===== src/rtl/p1_sweep_ctrl.sv =====
// Exhaustive self-test sequencer for a 4-input combinational unit: steps all 16
// input vectors, samples f after a settle time and accumulates mismatch results.
module p1_sweep_ctrl #(
   parameter int unsigned SETTLE_CYCLES = 2,
   parameter logic [15:0] EXPECTED      = 16'h0000
) (
   input  logic        clk,
   input  logic        rst_n,
   input  logic        start,
   input  logic        abort,
   input  logic        f_in,
   output logic [3:0]  abcd,
   output logic [3:0]  vec_idx,
   output logic        busy,
   output logic        done,
   output logic        pass,
   output logic [15:0] result,
   output logic [15:0] fail_mask,
   output logic [4:0]  err_count
);

   typedef enum logic [1:0] {
      ST_IDLE = 2'd0,
      ST_RUN  = 2'd1,
      ST_DONE = 2'd2
   } state_t;

   localparam logic [7:0] LAST_CNT = 8'(SETTLE_CYCLES - 1);

   function automatic logic sample_miss(input logic f, input logic [15:0] tbl, input logic [3:0] idx);
      return f != tbl[idx];
   endfunction

   state_t      state_r, state_s;
   logic [7:0]  cnt_r, cnt_s;
   logic [3:0]  vec_r, vec_s;
   logic        busy_r, busy_s;
   logic        done_r, done_s;
   logic        pass_r, pass_s;
   logic [15:0] result_r, result_s;
   logic [15:0] fail_r, fail_s;
   logic [4:0]  err_r, err_s;

   // Next-state and next-output computation for the sweep FSM.
   always_comb begin
      state_s  = state_r;
      cnt_s    = cnt_r;
      vec_s    = vec_r;
      busy_s   = busy_r;
      done_s   = done_r;
      pass_s   = pass_r;
      result_s = result_r;
      fail_s   = fail_r;
      err_s    = err_r;
      case (state_r)
         ST_IDLE, ST_DONE: begin
            if (start) begin
               state_s  = ST_RUN;
               cnt_s    = 8'd0;
               vec_s    = 4'd0;
               busy_s   = 1'b1;
               done_s   = 1'b0;
               pass_s   = 1'b0;
               result_s = 16'h0000;
               fail_s   = 16'h0000;
               err_s    = 5'd0;
            end else begin
               state_s = state_r;
            end
         end
         ST_RUN: begin
            // abort outranks the sampling step on the same edge
            if (abort) begin
               state_s = ST_IDLE;
               cnt_s   = 8'd0;
               vec_s   = 4'd0;
               busy_s  = 1'b0;
               done_s  = 1'b0;
               pass_s  = 1'b0;
            end else if (cnt_r != LAST_CNT) begin
               cnt_s = cnt_r + 8'd1;
            end else begin
               result_s[vec_r] = f_in;
               if (sample_miss(f_in, EXPECTED, vec_r)) begin
                  fail_s[vec_r] = 1'b1;
                  err_s         = err_r + 5'd1;
               end else begin
                  err_s = err_r;
               end
               cnt_s = 8'd0;
               if (vec_r != 4'd15) begin
                  vec_s = vec_r + 4'd1;
               end else begin
                  state_s = ST_DONE;
                  vec_s   = 4'd0;
                  busy_s  = 1'b0;
                  done_s  = 1'b1;
                  pass_s  = (err_s == 5'd0);
               end
            end
         end
         default: begin
            state_s = ST_IDLE;
            cnt_s   = 8'd0;
            vec_s   = 4'd0;
            busy_s  = 1'b0;
            done_s  = 1'b0;
            pass_s  = 1'b0;
         end
      endcase
   end

   // State and output registers with asynchronous clear.
   always_ff @(posedge clk or negedge rst_n) begin
      if (!rst_n) begin
         state_r  <= ST_IDLE;
         cnt_r    <= 8'd0;
         vec_r    <= 4'd0;
         busy_r   <= 1'b0;
         done_r   <= 1'b0;
         pass_r   <= 1'b0;
         result_r <= 16'h0000;
         fail_r   <= 16'h0000;
         err_r    <= 5'd0;
      end else begin
         state_r  <= state_s;
         cnt_r    <= cnt_s;
         vec_r    <= vec_s;
         busy_r   <= busy_s;
         done_r   <= done_s;
         pass_r   <= pass_s;
         result_r <= result_s;
         fail_r   <= fail_s;
         err_r    <= err_s;
      end
   end

   assign abcd      = vec_r;
   assign vec_idx   = vec_r;
   assign busy      = busy_r;
   assign done      = done_r;
   assign pass      = pass_r;
   assign result    = result_r;
   assign fail_mask = fail_r;
   assign err_count = err_r;

endmodule


===== config.mk =====
export PLATFORM = sky130hd
export DESIGN_NAME = p1_sweep_ctrl
export DESIGN_NICKNAME = d
export VERILOG_FILES = /design/src/rtl/p1_sweep_ctrl.sv
export SDC_FILE = /design/constraint.sdc
export NUM_CORES = 1
export LEC_CHECK = 0
export ABC_AREA = 0
export CORE_MARGIN = 5
export CORE_UTILIZATION = 40
export DETAILED_ROUTE_END_ITERATION = 6
export DONT_BUFFER_PORTS = 1
export PLACE_DENSITY_LB_ADDON = 0.15
export SYNTH_ARGS = -nofsm -noshare
export SYNTH_HDL_FRONTEND = slang
export SYNTH_SLANG_ARGS = --single-unit

===== constraint.sdc =====
create_clock -name clk -period 3 [get_ports clk]
set_input_delay 0.15 -clock clk [delete_from_list [all_inputs] [get_ports clk]]
set_output_delay 0.15 -clock clk [all_outputs]
set_load 0.01 [all_outputs]

==> results_dict.tcl, run 1 <==
set metrics [dict create \
    status "completed" \
    wire_per_inst_um 18.3 \
    ir_worst_vdd_v 0.000353 \
    cts_sinks 53 \
    drive_gt1_share_pct 10.2 \
    rrSetupSlack_ps 540 \
    ys_warn_count 0 \
    routed_wl_um 5920 \
    post-cts-setup-buffer-count 0 \
    power.density_nw_per_um2 656 \
    track_usage_pct 15.1 \
    synth_cell_type_count 41 \
    worstPathMaxFanout 18 \
    cp.required_ps 3190 \
    min_period_over_period_pct 81.9 \
    synth_nets 258 \
    io_buffer_count 0 \
    cts_made_buffers 5 \
    slew-limit-headroom_pct 44.8 \
    clk_path_buf_depth 2 \
    critPathArrivalTime_ps 2650 \
    clock_latency_ps 310 \
    grt_pass1_wl_um 9860 \
    synthTopCellsByArea "dfrtp_1 (52%), o21a_1 (5.0%), and3_1 (3.9%), nand2_1 (3.7%), ha_1 (3.4%)" \
    dieHeight_um 90.2 \
    core_um2 6310 \
    tns_ps 0 \
    io_pins 53 \
    ys_seq_elements 53 \
    synth-edff-count 0 \
    fin_ws_ps 542 \
    holdPathStages 3 \
    max_slew.worst_pin.slew_ps 827 \
    hp-class "in2reg" \
    initial_core_util_pct 40.7 \
    clk_pin_slew_ps 90 \
    final_common_cell "dfrtp_1" \
    grt_max_degree 54 \
    die-width_um 90.2 \
    antenna_found_initial 0 \
    yosysTopAreaCell "dfrtp_1" \
    grt_overflow 0 \
    finalNetCount 257 \
    fmax_ghz 0.407 \
    pre_cts_ws_ps 552 \
    worst_r2r_path_depth 6 \
    detail_route.first_pass.iterations 4 \
    dp.final_hpwl_um 4120 \
    grt_setup_unrepaired "no" \
    drv_cap 0 \
    avgSynthCellArea_um2 10.4 \
    postLayoutCoreUtil_pct 43.3 \
    setup_violations 0 \
    hold_viol_final 0 \
    netlist_area_um2 2570 \
    min_period_ps 2460 \
    drt_iter0_drc 112 \
    leakage_nw 1.40 \
    cts_root_buf "clkbuf_8" \
    fp.dieArea_um2 8130 \
    via_per_inst 5.74 \
    synth_top_area_share_pct 51.6 \
    cts_tree "yes" \
    cts-hold-fix-buffers 2 \
    endpoint_kind "register" \
    diodes 0 \
    startpoint_type "register" \
    place_congestion 0.817 \
    async_flop_share_pct 100 \
    cts-htree-levels 2 \
    drc_errors 0 \
    synthCells 246 \
    clock-skew-final_ps 9.04 \
    antenna_left 0 \
    fp-row-count 29 \
    grt_pass1_vias 1839 \
    ys.flop_type "dfrtp_1" \
    synthToLayoutAreaGrowth_pct 6.28 \
    worstSetupPathType "reg2reg" \
    synth.yosys.seq_area_share_pct 51.6 \
    layout_common_cells "dfrtp_1 (53), nand2_1 (25), o21a_1 (17)" \
    postCtsResizedCells 0 \
    via_count 1855 \
    slew_violations 0 \
]
[metal layers]
| layer | global-route usage (%) | wire length, um | vias up |
|---|---|---|---|
| met1 | 20.2 | 2620 | 905 |
| met2 | 22.3 | 2660 | 57 |
| met5 | 0 | 0 | - |
| met3 | 6.09 | 530 | 12 |
| met4 | 4.71 | 102 | 0 |
| li1 | - | - | 881 |
[cells in the mapped netlist, drive strengths merged (3+ instances only)]
cell    number
o21a        17
ha           7
inv          7
and3        17
nand4        6
a21o         3
nand2       25
clkbuf       7
dfrtp       53
buf          6
a211o       16
nor2        14
nor3b        3
nor2b        4
a21oi       15
nand3        6
xor2         5
o21ai        7
mux2i        3
or4          3
[stage by stage]
step	total power [mW]	instances	hold WS, ps	instance area [um2]
after floorplan	1.28	246	-146	2570
after global placement	1.39	313	-143	2610
after detailed placement	1.40	313	-143	2610
after CTS	1.82	323	112	2730
after global routing	1.93	323	151	2730
final	1.79	323	116	2730
[critical path: stages, from the launching register on]
cell     delay, ps
dfrtp_1        400
inv_1           80
ha_1           150
or3b_2         450
or4_1          400
a21o_1         440
a211o_2        430
[worst paths after layout]
path / endpoint / from
min in group asynchronous: result[5] / rst_n
worst max register to register: result[3] / cnt_r[1]
worst min register to register: fail_mask[3] / fail_mask[3]
worst max-delay path: result[3] / cnt_r[1]
max in group asynchronous: cnt_r[2] / rst_n
worst min-delay path: pass / abort
[power by group]
part	internal (mW)	total (mW)	switching, mW
Combinational	0.164	0.473	0.309
Clock	0.165	0.400	0.236
Sequential	0.789	0.919	0.129
[state kept, by name, summed over array words and instances, names as in the netlist]
register / flops
cnt_r: 8
busy: 1
state_r: 2
pass: 1
abcd: 4
err_count: 5
fail_mask: 16
result: 16
[cells by family (layout without fill, tap and decap cells)]
| group | count (synthesis) | count (layout) | share of synthesized area [%] |
|---|---|---|---|
| adders and majority gates | 7 | 7 | 3.41 |
| AOI/OAI and AO/OA | 65 | 65 | 18.1 |
| muxes | 5 | 5 | 2.04 |
| and+or+nand+nor | 89 | 89 | 18.3 |
| DFF | 53 | 53 | 51.6 |
| buffers and inverters | 20 | 20 | 4.24 |
| xor gates and xnor gates | 7 | 7 | 2.39 |
[final cells by class]
type                            instances  area (um2)
Fill cell                             634        3580
Timing Repair Buffer                    5        60.1
Sequential cell                        53        1330
Tap cell                               77        96.3
Clock inverter                          2        15.0
Inverter                                7        26.3
Clock buffer                            6        72.6
Multi-Input combinational cell        173        1130
Note: power is estimated with default switching activity, not from simulation.
==> run 2: changes to the inputs <==
clock period = 2.51 ns   (was 3 ns; I/O delays follow)
==> results_dict.tcl, run 2 (same netlist as run 1, synthesis figures left out) <==
set metrics [dict create \
    status "completed" \
    leakage_nw 1.47 \
    track_usage_pct 15.5 \
    worstSetupPathType "reg2reg" \
    drc_errors 0 \
    critPathBufInv 1 \
    detail_route.first_pass.iterations 4 \
    tns_ps 0 \
    drive_gt1_share_pct 13.3 \
    cts_made_buffers 5 \
    clk_pin_slew_ps 100 \
    switching_share_pct 36.1 \
    final_cells 332 \
    final_common_cell "dfrtp_1" \
    drt_iter0_drc 146 \
    hold_viol_final 0 \
    io_pins 53 \
    antenna_left 0 \
    ir_worst_vdd_v 0.000426 \
    min_period_over_period_pct 90.9 \
    clock-skew-final_ps 5.46 \
    synthToLayoutAreaGrowth_pct 10.3 \
    internal_power_mw 1.48 \
    via_count 1863 \
    max_slew.worst_pin.slew_ps 856 \
    min_period_ps 2280 \
    p_clk_share_pct 26.0 \
    io_buffer_count 0 \
    layout_common_cells "dfrtp_1 (53), nand2_1 (25), o21a_1 (17)" \
    place_congestion 0.778 \
    diodes 0 \
    cts_tree "yes" \
    slew-limit-headroom_pct 42.9 \
    worstPathMaxFanout 18 \
    critPathMaxStageDelay_ps 560 \
    slew_violations 0 \
    endpoint_kind "register" \
    crit_chain "or4_1, or4_1, a21o_1, buf_12, a211o_2" \
    cpMaxStageDelayCell "or4_1" \
    dp_cells 322 \
    grt_pass1_wl_um 10300 \
    grt_setup_unrepaired "no" \
    hp-class "in2reg" \
    fp.dieArea_um2 8130 \
    wire_per_inst_um 18.1 \
    die-width_um 90.2 \
    initial_core_util_pct 40.7 \
    crit_family "simple AND/OR/NAND/NOR gates" \
    finalNetCount 266 \
    via_per_inst 5.61 \
    fp-row-count 29 \
    post-cts-setup-buffer-count 0 \
    crit_path_frequent_cell "or4_1" \
    pwr-share-comb_pct 26.4 \
    routed_wl_um 6010 \
    startpoint_type "register" \
    grt_overflow 0 \
    dp.final_hpwl_um 4150 \
    dieHeight_um 90.2 \
    drv_cap 0 \
    grt_pass1_vias 1896 \
    clk_path_buf_depth 2 \
    critPathArrivalTime_ps 2490 \
    core_um2 6310 \
    cts-htree-levels 2 \
    power_switching_mw 0.836 \
    grt_max_degree 54 \
    power_frac_seq_pct 47.6 \
    cts_root_buf "clkbuf_8" \
    cts_sinks 53 \
    fin_ws_ps 228 \
    clock_latency_ps 320 \
    power.density_nw_per_um2 816 \
    cp.required_ps 2720 \
    fmax_ghz 0.438 \
    antenna_found_initial 0 \
    pre_cts_ws_ps 231 \
    setup_violations 0 \
]
run 2: changes by cell type in the layout (fill, tap and decap cells not counted), sizes merged:
cell	previous run	this run
clkinv	0	1
buf	4	13
clkinvlp	2	0
bufinv	0	1
run 2: repair_timing:
action                    CTS  global route
hold endpoints to repair   53             0
resized for setup           0             0
hold buffers                2             0
run 2: through the flow:
step / hold slack (ps) / area, um2 / power [mW] / util, %
global placement: -168 / 2690 / 1.71 / 42.5
detailed placement: -167 / 2690 / 1.72 / 42.5
global route: 98.4 / 2840 / 2.46 / 44.9
CTS: 87.5 / 2840 / 2.34 / 44.9
floorplan: -170 / 2570 / 1.53 / -
finish: 82.0 / 2840 / 2.31 / 44.9
run 2: worst paths after layout:
check / startpoint / endpoint / slack [ps] / cells after the start
setup / recovery: cnt_r[5] / result[1] / 230 / 5
hold / removal: start / state_r[0] / 80 / 2
setup reg to reg: cnt_r[5] / result[1] / 230 / 5
hold reg to reg: fail_mask[2] / fail_mask[2] / 570 / 1
max in group asynchronous: rst_n / fail_mask[13] / 1950 / 2
min in group asynchronous: rst_n / result[5] / 320 / 2
run 2: cell type report:
cell class | count | area, um2
Inverter | 7 | 26.3
Fill cell | 623 | 3480
Multi-Input combinational cell | 173 | 1130
Sequential cell | 53 | 1330
Clock buffer | 6 | 72.6
Tap cell | 77 | 96.3
Clock inverter | 2 | 38.8
Timing Repair Buffer | 14 | 140
run 2: power groups by stage:
| stage | clock network, mW | registers [mW] | logic, mW |
|---|---|---|---|
| final | 0.601 | 1.10 | 0.612 |
| after global routing | 0.653 | 1.12 | 0.688 |
| after CTS | 0.613 | 1.10 | 0.623 |
| after detailed placement | 0 | 1.12 | 0.599 |
| after global placement | 0 | 1.11 | 0.591 |
| after floorplan | 0 | 1.07 | 0.457 |
run 2: per-layer routing:
layer | routed length (um) | GRT usage [%]
met1 | 2810 | 21.2
met2 | 2650 | 23.0
met3 | 419 | 5.01
met4 | 128 | 5.46
met5 | 0 | 0
run 2: worst register-to-register path, cell delays in order, from the launching register on:
cell	delay (ps)
dfrtp_1	440
or4_1	560
or4_1	480
a21o_1	220
buf_12	160
a211o_2	330
==> run 3: changes to the inputs <==
RECOVER_POWER = 100   (was unset)
==> results_dict.tcl, run 3 (same netlist as run 1, synthesis figures left out) <==
set metrics [dict create \
    status "completed" \
    hold_ws_ps 81.5 \
    holdPathStages 2 \
    rrSetupSlack_ps 230 \
    hold_viol_final 0 \
    dieHeight_um 90.2 \
    drive_gt1_share_pct 11.4 \
    via_count 1871 \
    cts_made_buffers 5 \
    drt_iter0_drc 145 \
    grt_setup_unrepaired "no" \
    dp_cells 322 \
    cts_root_buf "clkbuf_8" \
    final_area_um2 2790 \
    grt_overflow 0 \
    grt_pass1_vias 1896 \
    synthToLayoutAreaGrowth_pct 8.71 \
    via_per_inst 5.64 \
    hp-class "in2reg" \
    routed_wl_um 6010 \
    place_congestion 0.778 \
    leakage_nw 1.44 \
    reg2reg_to "result[1]" \
    fp-row-count 29 \
    layout_common_cells "dfrtp_1 (53), nand2_1 (25), o21a_1 (17)" \
    max_slew.worst_pin.slew_ps 1330 \
    grt_max_degree 54 \
    clock-skew-final_ps 5.24 \
    whs_endpoint "state_r[0]" \
    endpoint_kind "register" \
    cp.required_ps 2720 \
    track_usage_pct 15.5 \
    drv_cap 0 \
    grt_pass1_wl_um 10300 \
    clk_pin_slew_ps 100 \
    ir_worst_vdd_v 0.000417 \
    cts_sinks 53 \
    cts-htree-levels 2 \
    antenna_found_initial 0 \
    placedInstanceArea_um2 2690 \
    slew_violations 0 \
    worstPathMaxFanout 18 \
    core_um2 6310 \
    fmax_ghz 0.439 \
    min_period_ps 2280 \
    fp.dieArea_um2 8130 \
    clk_path_buf_depth 2 \
    worstSetupPathType "reg2reg" \
    clock_latency_ps 320 \
    io_buffer_count 0 \
    min_period_over_period_pct 90.7 \
    wire_per_inst_um 18.1 \
    critPathArrivalTime_ps 2490 \
    detail_route.first_pass.iterations 4 \
    worst_r2r_path_depth 5 \
    cts_tree "yes" \
    initial_core_util_pct 40.7 \
    min_from "start" \
    antenna_left 0 \
    die-width_um 90.2 \
    dp.final_hpwl_um 4150 \
    diodes 0 \
    cts-hold-fix-buffers 2 \
    post-cts-setup-buffer-count 0 \
    power.density_nw_per_um2 822 \
    startpoint_type "register" \
    worstReg2RegStart "cnt_r[5]" \
    drc_errors 0 \
    postCtsResizedCells 0 \
    finalNetCount 266 \
    setup_violations 0 \
    slew-limit-headroom_pct 11.5 \
    final_common_cell "dfrtp_1" \
    tns_ps 0 \
    final_cells 332 \
    io_pins 53 \
]
run 3: cell types whose count changed in the layout (fill, tap and decap cells not counted), sizes merged:
cell | before | now
buf | 13 | 7
clkbuf | 6 | 12
run 3: critical path, stage by stage, from the launching register on:
cell and delay, ps:
dfrtp_1 440, or4_1 550, or4_1 480, a21o_1 220, buf_12 160, a211o_2 330
run 3: layout make-up:
| cell class | count | area, um2 |
|---|---|---|
| inverters | 7 | 26.3 |
| clock buffers | 6 | 72.6 |
| multi-input cells | 173 | 1130 |
| repair buffers | 14 | 98.8 |
| clock inverters | 2 | 38.8 |
| fillers | 629 | 3520 |
| flip-flops and latches | 53 | 1330 |
| well taps | 77 | 96.3 |
run 3: routing by layer:
metal	up-vias	wire length [um]	track usage, %
met1	913	2800	21.2
li1	895	-	-
met5	-	0	0
met3	12	404	5.01
met2	51	2680	23.0
met4	0	125	5.46
run 3: power breakdown:
part | total, mW | internal [mW] | switching, mW | leakage [nW]
Sequential | 1.10 | 0.944 | 0.157 | 0.733
Combinational | 0.595 | 0.218 | 0.377 | 0.657
Clock | 0.601 | 0.300 | 0.301 | 0.0554
Total | 2.30 | 1.46 | 0.835 | 1.44
run 3: how the worst max path moves through the flow:
| stage | from | endpoint | slack, ps | depth (start not counted) |
|---|---|---|---|---|
| floorplan | cnt_r[1] | result[10] | 270 | 8 |
| global placement | cnt_r[1] | result[5] | 260 | 7 |
| detailed placement | cnt_r[1] | result[15] | 230 | 7 |
| CTS | cnt_r[1] | result[3] | 220 | 7 |
| global route | cnt_r[5] | result[1] | 120 | 5 |
| finish | cnt_r[5] | result[1] | 230 | 5 |
run 3: metrics by stage:
step / utilization [%] / total power [mW] / worst slack, ps
floorplan: - / 1.53 / 271
global placement: 42.5 / 1.71 / 256
detailed placement: 42.5 / 1.72 / 231
CTS: 44.9 / 2.34 / 221
global route: 44.3 / 2.44 / 117
finish: 44.3 / 2.30 / 234
